**src/rtl/conv2d_axi_master_seq.sv**
```systemverilog
// AXI4-Lite master that loads one 3x3 window and kernel into the conv2d slave, starts it, polls done and returns the result.
// Optional feature: define CONV_SEQ_WEIGHT_CACHE_EN to skip rewriting weights that match the last successfully written set.
module conv2d_axi_master_seq #(
  parameter int C_M_AXI_DATA_WIDTH = 32,
  parameter int C_M_AXI_ADDR_WIDTH = 7,
  parameter int POLL_MAX           = 16
) (
  input  logic                          M_AXI_ACLK,
  input  logic                          M_AXI_ARESETN,
  input  logic                          job_valid,
  output logic                          job_ready,
  input  logic [71:0]                   job_pixels,
  input  logic [71:0]                   job_weights,
  output logic                          res_valid,
  input  logic                          res_ready,
  output logic [15:0]                   res_data,
  output logic [1:0]                    res_err,
  output logic [C_M_AXI_ADDR_WIDTH-1:0] M_AXI_AWADDR,
  output logic                          M_AXI_AWVALID,
  input  logic                          M_AXI_AWREADY,
  output logic [C_M_AXI_DATA_WIDTH-1:0] M_AXI_WDATA,
  output logic                          M_AXI_WVALID,
  input  logic                          M_AXI_WREADY,
  input  logic [1:0]                    M_AXI_BRESP,
  input  logic                          M_AXI_BVALID,
  output logic                          M_AXI_BREADY,
  output logic [C_M_AXI_ADDR_WIDTH-1:0] M_AXI_ARADDR,
  output logic                          M_AXI_ARVALID,
  input  logic                          M_AXI_ARREADY,
  input  logic [C_M_AXI_DATA_WIDTH-1:0] M_AXI_RDATA,
  input  logic [1:0]                    M_AXI_RRESP,
  input  logic                          M_AXI_RVALID,
  output logic                          M_AXI_RREADY
);

  localparam int AW = C_M_AXI_ADDR_WIDTH;
  localparam int DW = C_M_AXI_DATA_WIDTH;
  localparam int PW = (POLL_MAX > 1) ? $clog2(POLL_MAX) : 1;

  localparam logic [2:0] S_IDLE    = 3'd0;
  localparam logic [2:0] S_WR      = 3'd1;
  localparam logic [2:0] S_WR_B    = 3'd2;
  localparam logic [2:0] S_POLL_AR = 3'd3;
  localparam logic [2:0] S_POLL_R  = 3'd4;
  localparam logic [2:0] S_RES_AR  = 3'd5;
  localparam logic [2:0] S_RES_R   = 3'd6;
  localparam logic [2:0] S_OUT     = 3'd7;

  logic [2:0]    state;
  logic [143:0]  job_q;     // {weights, pixels}: write index i selects byte i
  logic [4:0]    idx;
  logic [PW-1:0] poll_cnt;
  logic          issued, aw_done, w_done;
  logic [7:0]    wr_byte;
  logic [AW-1:0] wr_addr;
  logic [DW-1:0] wr_data;
  logic          aw_hs, w_hs, ar_hs;
  logic          b_err, r_err, poll_timeout, err_any, skip_now;
  logic          unused_rdata;

  assign unused_rdata = ^M_AXI_RDATA[DW-1:16];

  assign aw_hs = M_AXI_AWVALID && M_AXI_AWREADY;
  assign w_hs  = M_AXI_WVALID && M_AXI_WREADY;
  assign ar_hs = M_AXI_ARVALID && M_AXI_ARREADY;

  assign M_AXI_BREADY = (state == S_WR_B);
  assign M_AXI_RREADY = (state == S_POLL_R) || (state == S_RES_R);
  assign res_valid    = (state == S_OUT);

  assign b_err        = (state == S_WR_B) && M_AXI_BVALID && (M_AXI_BRESP != 2'b00);
  assign r_err        = M_AXI_RREADY && M_AXI_RVALID && (M_AXI_RRESP != 2'b00);
  assign poll_timeout = (state == S_POLL_R) && M_AXI_RVALID && (M_AXI_RRESP == 2'b00) &&
                        !M_AXI_RDATA[1] && (poll_cnt == PW'(POLL_MAX - 1));
  assign err_any      = b_err || r_err || poll_timeout;

  // NOTE: every always_comb output gets a default first so no path can infer a latch.
  always_comb begin
    wr_byte = 8'h00;
    wr_addr = '0;
    wr_data = DW'(1);
    if (idx != 5'd18) begin
      wr_byte = job_q[{idx, 3'b000} +: 8];
      wr_addr = AW'({idx, 2'b00} + 7'd4);
      wr_data = DW'($signed(wr_byte));
    end
  end

  // NOTE: job_q carries data only; its validity is implied by the state, so it needs no reset.
  always_ff @(posedge M_AXI_ACLK) begin
    if (job_valid && job_ready) job_q <= {job_weights, job_pixels};
  end

`ifdef CONV_SEQ_WEIGHT_CACHE_EN
  logic [71:0] wcache;
  logic        wcache_vld, skip_w;

  assign skip_now = skip_w && (idx == 5'd8);

  always_ff @(posedge M_AXI_ACLK) begin
    if (state == S_WR_B && M_AXI_BVALID && M_AXI_BRESP == 2'b00 && idx == 5'd17)
      wcache <= job_q[143:72];
  end

  always_ff @(posedge M_AXI_ACLK) begin
    if (!M_AXI_ARESETN) begin
      wcache_vld <= 1'b0;
      skip_w     <= 1'b0;
    end else begin
      if (job_valid && job_ready) skip_w <= wcache_vld && (job_weights == wcache);
      if (state == S_WR_B && M_AXI_BVALID && M_AXI_BRESP == 2'b00 && idx == 5'd17)
        wcache_vld <= 1'b1;
      if (err_any) wcache_vld <= 1'b0;
    end
  end
`else
  assign skip_now = 1'b0;
`endif

  // NOTE: sequential state uses non-blocking assignments so every register sees pre-edge values.
  always_ff @(posedge M_AXI_ACLK) begin
    if (!M_AXI_ARESETN) begin
      state         <= S_IDLE;
      job_ready     <= 1'b0;
      M_AXI_AWVALID <= 1'b0;
      M_AXI_WVALID  <= 1'b0;
      M_AXI_ARVALID <= 1'b0;
      M_AXI_AWADDR  <= '0;
      M_AXI_WDATA   <= '0;
      M_AXI_ARADDR  <= '0;
      res_data      <= '0;
      res_err       <= 2'b00;
      idx           <= '0;
      poll_cnt      <= '0;
      issued        <= 1'b0;
      aw_done       <= 1'b0;
      w_done        <= 1'b0;
    end else begin
      case (state)
        S_IDLE: begin
          if (job_valid && job_ready) begin
            job_ready <= 1'b0;
            idx       <= '0;
            issued    <= 1'b0;
            res_err   <= 2'b00;
            state     <= S_WR;
          end else begin
            job_ready <= 1'b1;
          end
        end
        S_WR: begin
          if (!issued) begin
            issued        <= 1'b1;
            M_AXI_AWVALID <= 1'b1;
            M_AXI_WVALID  <= 1'b1;
            M_AXI_AWADDR  <= wr_addr;
            M_AXI_WDATA   <= wr_data;
            aw_done       <= 1'b0;
            w_done        <= 1'b0;
          end else begin
            if (aw_hs) begin
              M_AXI_AWVALID <= 1'b0;
              aw_done       <= 1'b1;
            end
            if (w_hs) begin
              M_AXI_WVALID <= 1'b0;
              w_done       <= 1'b1;
            end
            if ((aw_done || aw_hs) && (w_done || w_hs)) begin
              issued <= 1'b0;
              state  <= S_WR_B;
            end
          end
        end
        S_WR_B: begin
          if (M_AXI_BVALID) begin
            if (b_err) begin
              res_data <= '0;
              res_err  <= 2'b01;
              state    <= S_OUT;
            end else if (idx == 5'd18) begin
              poll_cnt <= '0;
              state    <= S_POLL_AR;
            end else begin
              idx   <= skip_now ? 5'd18 : idx + 5'd1;
              state <= S_WR;
            end
          end
        end
        S_POLL_AR, S_RES_AR: begin
          if (!issued) begin
            issued        <= 1'b1;
            M_AXI_ARVALID <= 1'b1;
            M_AXI_ARADDR  <= (state == S_RES_AR) ? AW'(7'h4C) : '0;
          end else if (ar_hs) begin
            issued        <= 1'b0;
            M_AXI_ARVALID <= 1'b0;
            state         <= (state == S_RES_AR) ? S_RES_R : S_POLL_R;
          end
        end
        S_POLL_R: begin
          if (M_AXI_RVALID) begin
            if (r_err || poll_timeout) begin
              res_data <= '0;
              res_err  <= r_err ? 2'b01 : 2'b10;
              state    <= S_OUT;
            end else if (M_AXI_RDATA[1]) begin
              state <= S_RES_AR;
            end else begin
              poll_cnt <= poll_cnt + PW'(1);
              state    <= S_POLL_AR;
            end
          end
        end
        S_RES_R: begin
          if (M_AXI_RVALID) begin
            res_data <= r_err ? 16'h0000 : M_AXI_RDATA[15:0];
            res_err  <= r_err ? 2'b01 : 2'b00;
            state    <= S_OUT;
          end
        end
        S_OUT: begin
          if (res_ready) begin
            job_ready <= 1'b1;
            state     <= S_IDLE;
          end
        end
        default: state <= S_IDLE;
      endcase
    end
  end

endmodule
```
**config.mk**
```make
export PLATFORM = sky130hd
export DESIGN_NAME = conv2d_axi_master_seq
export DESIGN_NICKNAME = d
export VERILOG_FILES = /design/src/rtl/conv2d_axi_master_seq.sv
export SDC_FILE = /design/constraint.sdc
export NUM_CORES = 1
export LEC_CHECK = 0
export BUFFER_PORTS_ARGS = -buffer_cell sky130_fd_sc_hd__buf_4
export CORE_ASPECT_RATIO = 2
export CORE_MARGIN = 5
export CORE_UTILIZATION = 51
export CTS_CLUSTER_DIAMETER = 60
export CTS_CLUSTER_SIZE = 25
export DETAILED_ROUTE_END_ITERATION = 12
export PLACE_DENSITY = 0.76
export SLEW_MARGIN = 15
export SYNTH_ARGS = -nofsm -noshare
export SYNTH_HDL_FRONTEND = slang
export SYNTH_SLANG_ARGS = --single-unit
```
**constraint.sdc**
```tcl
create_clock -name M_AXI_ACLK -period 6.5 [get_ports M_AXI_ACLK]
set_clock_uncertainty 0.05 [all_clocks]
set_input_delay 0.65 -clock M_AXI_ACLK [delete_from_list [all_inputs] [get_ports M_AXI_ACLK]]
set_output_delay 0.65 -clock M_AXI_ACLK [all_outputs]
set_load 0.02 [all_outputs]
```
* Word-level counts from Yosys, hierarchy flattened
Index checks and enable logic that the tools add are counted.
Storage, ports and cells: ROM bits 0, memories kept 0, memory bits (writable) 0, word-level logic and storage cells 156, bits in latches 0, flip-flop bits (word level) 227, output and inout port bits 71
Operators by class: bitwise operators 1, magnitude comparators 0, reductions and logical operators 41, multiplexer cells 65, equality and inequality tests 29, divide/modulo/power cells 0, shift-type cells 1, add/subtract/negate cells 3, multipliers 0
Operators with widths (number):
- variable part select 144 x 9 -> 8 bit | 1
- 2-to-1 mux 16 bit | 6
- one-hot mux 16 bit (3 select lines) | 1
- 2-to-1 mux 3 bit | 12
- 2-to-1 mux 32 bit | 1
- 2-to-1 mux 4 bit | 6
- != test 2 bit (second input constant) | 12
- one-hot mux 3 bit (7 select lines) | 1
- 2-to-1 mux 5 bit | 4
- 2-to-1 mux 1 bit | 18
- 2-to-1 mux 2 bit | 9
- 2-to-1 mux 7 bit | 2
- != test 2 x 1 -> 1 bit (second input constant) | 7
- AND reduction 2 bit | 7
- AND reduction 7 bit | 2
- logical AND 1 bit | 13
- == test 3 bit (second input constant) | 4
- one-hot mux 5 bit (2 select lines) | 1
- nonzero test 2 bit | 5
- AND reduction 9 bit | 1
- one-hot mux 2 bit (4 select lines) | 1
- one-hot mux 4 bit (2 select lines) | 1
- adder 7 x 3 -> 7 bit (second input constant) | 1
- == test 3 x 2 -> 1 bit (second input constant) | 2
- 18 further kinds | 22

* Logic depth before layout (Yosys ltp)
Gate-level depths: netlist (run 1).
depth after elaboration 9, gate-level depth with buffers 8

* Least setup slack after synthesis (run 1)
OpenSTA, ideal clock, no wires.
kind in2reg, from in job_valid, to reg idx[4], stages 5, data arrival time 4633 ps, path buffers 0, setup slack 1699 ps, data required time 6332 ps, cell sequence and2_1 > nor2b_1 > o21ai_2 > a32oi_1 > nor2b_1
Between the ends: longest elaborated chain between the ends 3
RTL lines:
- start, declared | RTL line 10 | input logic job_valid,
- logical AND 1 bit | RTL line 141 | if (job_valid && job_ready) begin
- != test 2 bit (no line)
- AND reduction 5 bit (no line)
- end signal, assigned | RTL line 185 | idx <= skip_now ? 5'd18 : idx + 5'd1;
- end, declared | RTL line 51 | logic [4:0] idx;
Every way passes these cells. A chain may end at the register's enable or synchronous reset.

* Worst setup path in the final report (run 1)
from reg idx[1], to reg idx[1]
Between the ends: longest elaborated chain between the ends 5, elaborated cells between the ends (all ways) 8, classes of those cells add/sub: 1; eq/ne: 2; mux: 4; reduce/logical: 1
RTL lines:
- adder 5 x 1 -> 5 bit | RTL line 185
- 2-to-1 mux 5 bit | RTL line 181 | end else if (idx == 5'd18) begin
- 2-to-1 mux 5 bit | RTL line 177 | if (b_err) begin
- 2-to-1 mux 5 bit | RTL line 176 | if (M_AXI_BVALID) begin
- one-hot mux 5 bit (2 select lines) | RTL line 139 | case (state)
Several ways; a longest one is shown, not always the timed one. The select of a mux whose other input is x is not followed.

==> results.toml, run 1 <==
[clock_network]
cts.sinks = 195
cts_resized = 0
hold_buffers = 0
cts_made_buffers = 17
clk_latency_ps = 420
htree_levels = 4
cts_buffer_depth = 2
clkTransAtPathRegs_ps = 70
cts_root_buf = "clkbuf_16"
cts_tree = "built"
postCtsSetupBuffers = 0

[layout]
drive_gt1_share_pct = 37.4
syn_to_final_growth_pct = 26.7
fin_util_pct = 65.4
diodes = 0
nets = 998
fill_cells = 1216

[timing]
setup-tns-final_ps = 0
finalSetupViolCount = 0
hold_viol = 0
rsz0062_at_grt = "no"
slew_viol_final = 0
fin_crit_ps = 2660
fmax_ghz = 0.375
tightestPinTransition_ps = 1160
slew_headroom_pct = 22.5
post-route-period-util_pct = 41.0
setup_ws_ps = 3840

[route]
viasPerCell = 5.38
drt-pass1-iter-count = 4
drc_errors = 0
wl_mm = 19.5
dr_total_vias = 5508
routedWlPerCell_um = 19.1
ant_nets = 0
drt_iter0_markers = 289

[min_path]
hold_path.class = "primary input to flop"

[synthesis]
synth_edf_count = 144
synth_top_area_cell = "edfxtp_1"
yosysWarningCount = 0
syn_inst = 608
ys.flop_type = "edfxtp_1"
ys_types = 67
synth-async-reset-ratio_pct = 0
syn_area_um2 = 8350
syn_area_per_cell_um2 = 13.7
ys_seq_area_share_pct = 64.0
synthTopCellsByCount = "edfxtp_1, nand2_1, mux2i_1"
yosys.area.top_type_share_pct = 51.8
synth.most_common_cell = "edfxtp_1"
synth_area_leaders = "edfxtp_1, dfxtp_1, mux2i_1"
ys_seq_elements = 195

[power_and_ir_drop]
ir_drop_mv = 0.273
power_density_nw_per_um2 = 266
p_total_w = 0.00282
cellLeakagePower_nw = 4.05

[setup_path]
path_class = "flop to flop"
cp_max_fo = 40
arrival_ps = 2920
cp.required_ps = 6760
start_kind = "flop"
critPathCaptureType = "flop"

[global_route]
grt_pass1_wl_mm = 29.5
grt_antenna_before_repair = 0
grtUsageTotal_pct = 20.3
grt_overflow = 0
grt_max_degree = 81
grt_pass1_vias = 5945

[floorplan]
fp.coreArea_um2 = 16200
die_w_um = 100
die_area_um2 = 19200
core.rowCount = 66
io_pins = 260
initial_core_util_pct = 51.6
die_y_um = 191

[flow_run]
max_cap_viol_count = 0

[status]
status = "completed"

[placed_design]
io_buffers = 237
place_ws_ps = 3670
hpwlAfterDp_mm = 14.7
gp_congestion = 0.793
## power breakdown
part | total, W | leakage (nW) | switching (W) | internal [W]
Combinational | 0.000322 | 2.03 | 0.000171 | 0.000151
Sequential | 0.00147 | 1.75 | 0.0000390 | 0.00143
Clock | 0.00102 | 0.273 | 0.000452 | 0.000572
## flip-flops by register name, summed over array words and instances, names as in the netlist, 2 cells and up
register	flops
res_err	2
M_AXI_WDATA	8
M_AXI_AWADDR	5
state	3
job_q	144
poll_cnt	4
idx	5
res_data	16
## final cells by class
type | instances | area, um2 | share of cell area, %
multi-input combinational | 338 | 2550 | 24.1
tap | 204 | 255 | 2.41
timing repair buffer | 238 | 1790 | 16.9
inverter | 16 | 60.1 | 0.568
clock inverter | 14 | 154 | 1.45
clock buffer | 18 | 429 | 4.06
sequential | 195 | 5350 | 50.5
## kinds of logic (layout without fill, tap and decap cells)
| group | Yosys count | count (layout) | share of synthesized area, % |
|---|---|---|---|
| flip-flops | 195 | 195 | 64.0 |
| AND/OR/NAND/NOR | 160 | 160 | 9.90 |
| buffers and inverters | 80 | 286 | 5.77 |
| AO/OA/AOI/OAI | 90 | 90 | 7.85 |
| other | 1 | 6 | 0.0449 |
| multiplexers | 76 | 76 | 11.7 |
| adder cells (fa/ha/maj) | 3 | 3 | 0.449 |
| XOR/XNOR | 3 | 3 | 0.315 |
## metrics by stage
step                cells  area [um2]  hold slack (ps)
floorplan             613        8370              388
global placement      991       10000              398
detailed placement    991       10000              407
CTS                  1023       10600              327
global route         1023       10600              319
finish               1023       10600              347
## worst max-delay path: stages (launching register included)
cell and delay [ps]:
dfxtp_2 1050, ha_1 350, nand4bb_1 290, and3_1 290
o21ai_2 220, mux2i_1 230, nor2b_1 60
## cells in the final DEF (no fill, tap or decap), types with 8 or more instances in the layout
master	count
nor2_1	18
buf_4	238
nand2b_1	12
dfxtp_1	49
o31ai_1	8
mux2i_1	57
a22oi_1	14
nor2b_1	11
a21oi_1	11
edfxtp_1	144
nand2_1	72
nand3_1	14
mux4_2	17
inv_1	13
clkbuf_16	17
o21ai_0	17
## per-layer routing
metal,track usage (%),share of wire (%),vias to the layer above
li1,-,-,2615
met5,0,0,-
met3,4.35,5.3,42
met4,11.1,4.5,0
met1,20.2,33,2647
met2,38.0,57,204
## final timing paths
check                      start           end  slack, ps  cells after the start
setup / recovery          idx[1]        idx[1]       3840                      6
hold / removal    job_pixels[63]     job_q[63]        350                      1
setup reg to reg          idx[1]        idx[1]       3840                      6
hold reg to reg     res_data[14]  res_data[14]        410                      2
Power figures use the tool's default switching activity.
==> inputs of run 2 (changes only) <==
==> constraint.sdc (replaced) <==
create_clock -name M_AXI_ACLK -period 2.7 [get_ports M_AXI_ACLK]
set_clock_uncertainty 0.05 [all_clocks]
set_input_delay 0.27 -clock M_AXI_ACLK [delete_from_list [all_inputs] [get_ports M_AXI_ACLK]]
set_output_delay 0.27 -clock M_AXI_ACLK [all_outputs]
set_load 0.02 [all_outputs]
==> run 2 against run 1 <==
Net effect:
- first-iteration DRC count increased by 14%
- fmax increased by 20%
- via count increased by 15%
- clock power increased to 2.7 times the previous value
- worst hold slack got worse by 300 ps
- largest power group unchanged
==> results.toml, run 2 (synthesis gave the netlist of run 1 again) <==
[layout]
drive_gt1_share_pct = 32.4
biggestRegsByFlops = "job_q (144), res_data (16), M_AXI_WDATA (8)"
fill_cells = 969
largest_reg_flops = 144
syn_to_final_growth_pct = 45.7
final_common_cell = "buf_4"
nets = 1153
top_register = "job_q"
final_cell_mix = "buf_4, dlygate4sd3_1, edfxtp_1, nand2_1, mux2i_1"
diodes = 0

[setup_path]
startpoint = "state[2]"
path_class = "flop to flop"
start_kind = "flop"
cp_max_fo = 16
critPathCaptureType = "flop"
arrival_ps = 2510
critPathCapture = "res_data[2]"
r2r_end = "res_data[2]"
r2r_cells = 5
cp.required_ps = 3000
reg2reg_from = "state[2]"
r2r_slack_ps = 490

[route]
wl_mm = 25.1
drt-pass1-iter-count = 5
routedWlPerCell_um = 21.3
ant_nets = 0
drt_iter0_markers = 329
dr_total_vias = 6337
viasPerCell = 5.39
drc_errors = 0

[placed_design]
hpwlAfterDp_mm = 15.6
place_ws_ps = 497
gp_congestion = 0.804
io_buffers = 237

[timing]
hold_viol = 0
fin_crit_ps = 2210
tightestPinTransition_ps = 797
slew_headroom_pct = 46.8
setup_ws_ps = 487
rsz0062_at_grt = "no"
post-route-period-util_pct = 82.0
setup-tns-final_ps = 0
slew_viol_final = 0
finalSetupViolCount = 0
fmax_ghz = 0.452
whs_ps = 49.7

[clock_network]
clk_latency_ps = 430
cts_resized = 0
cts_root_buf = "clkbuf_16"
hold_buffers = 144
cts_made_buffers = 17
postCtsSetupBuffers = 0
htree_levels = 4
cts_buffer_depth = 2
cts.sinks = 195
cts_tree = "built"
clkTransAtPathRegs_ps = 70

[floorplan]
fp.coreArea_um2 = 16200
die_y_um = 191
die_area_um2 = 19200
initial_core_util_pct = 51.6
io_pins = 260
die_w_um = 100
core.rowCount = 66

[flow_run]
max_cap_viol_count = 0

[global_route]
grt_overflow = 0
grtUsageTotal_pct = 26.4
grt_pass1_vias = 6844
grt_antenna_before_repair = 0
grt_pass1_wl_mm = 37.5
grt_max_degree = 95

[status]
status = "completed"

[min_path]
hold_path.class = "primary input to flop"

[power_and_ir_drop]
cellLeakagePower_nw = 4.74
power_density_nw_per_um2 = 599
ir_drop_mv = 0.590
run 2: worst min path at each step:
stage	depth (start not counted)	start	to	slack [ps]
3_5_place_dp	1	job_pixels[8]	job_q[8]	400
3_3_place_gp	2	res_data[11]	res_data[11]	400
2_1_floorplan	0	job_pixels[0]	job_q[0]	320
6_report	3	M_AXI_RDATA[12]	res_data[12]	50
4_1_cts	3	M_AXI_RDATA[12]	res_data[12]	30
5_1_grt	3	M_AXI_RDATA[14]	res_data[14]	40
run 2: area by class of cell:
type	count	area (um2)	share of cell area [%]
Clock buffer	17	425	3.50
Clock inverter	13	208	1.71
Inverter	16	60.1	0.494
Multi-Input combinational cell	338	2550	20.9
Sequential cell	195	5350	44.0
Tap cell	204	255	2.10
Timing Repair Buffer	393	3320	27.3
run 2: worst max-delay path, stage by stage (launching register included):
cell      delay, ps
dfxtp_1         740
nor3b_4         430
nand2_1         200
o211ai_4        190
buf_4           300
mux2i_1         230
run 2: per-layer routing:
layer	GRT usage (%)	part of all wire, %	wire (um)	vias to the layer above
li1	-	-	-	2930
met1	26.1	33	8180	3076
met2	49.5	57	14200	259
met3	4.75	5.1	1290	72
met4	16.0	5.7	1420	0
met5	0	0	0	-
run 2: where the power goes:
part	switching [W]	leakage [nW]	internal, W
combinational	0.000502	2.69	0.000517
clock	0.00110	0.301	0.00164
sequential	0.0000877	1.75	0.00345
run 2: through the flow:
stage / utilization [%] / power (W) / area [um2] / instances
after floorplan: - / 0.00405 / 8370 / 613
after global placement: 62.4 / 0.00438 / 10100 / 1002
after detailed placement: 62.4 / 0.00442 / 10100 / 1002
after CTS: 75.2 / 0.00725 / 12200 / 1176
after global routing: 75.2 / 0.00751 / 12200 / 1176
final: 75.2 / 0.00729 / 12200 / 1176
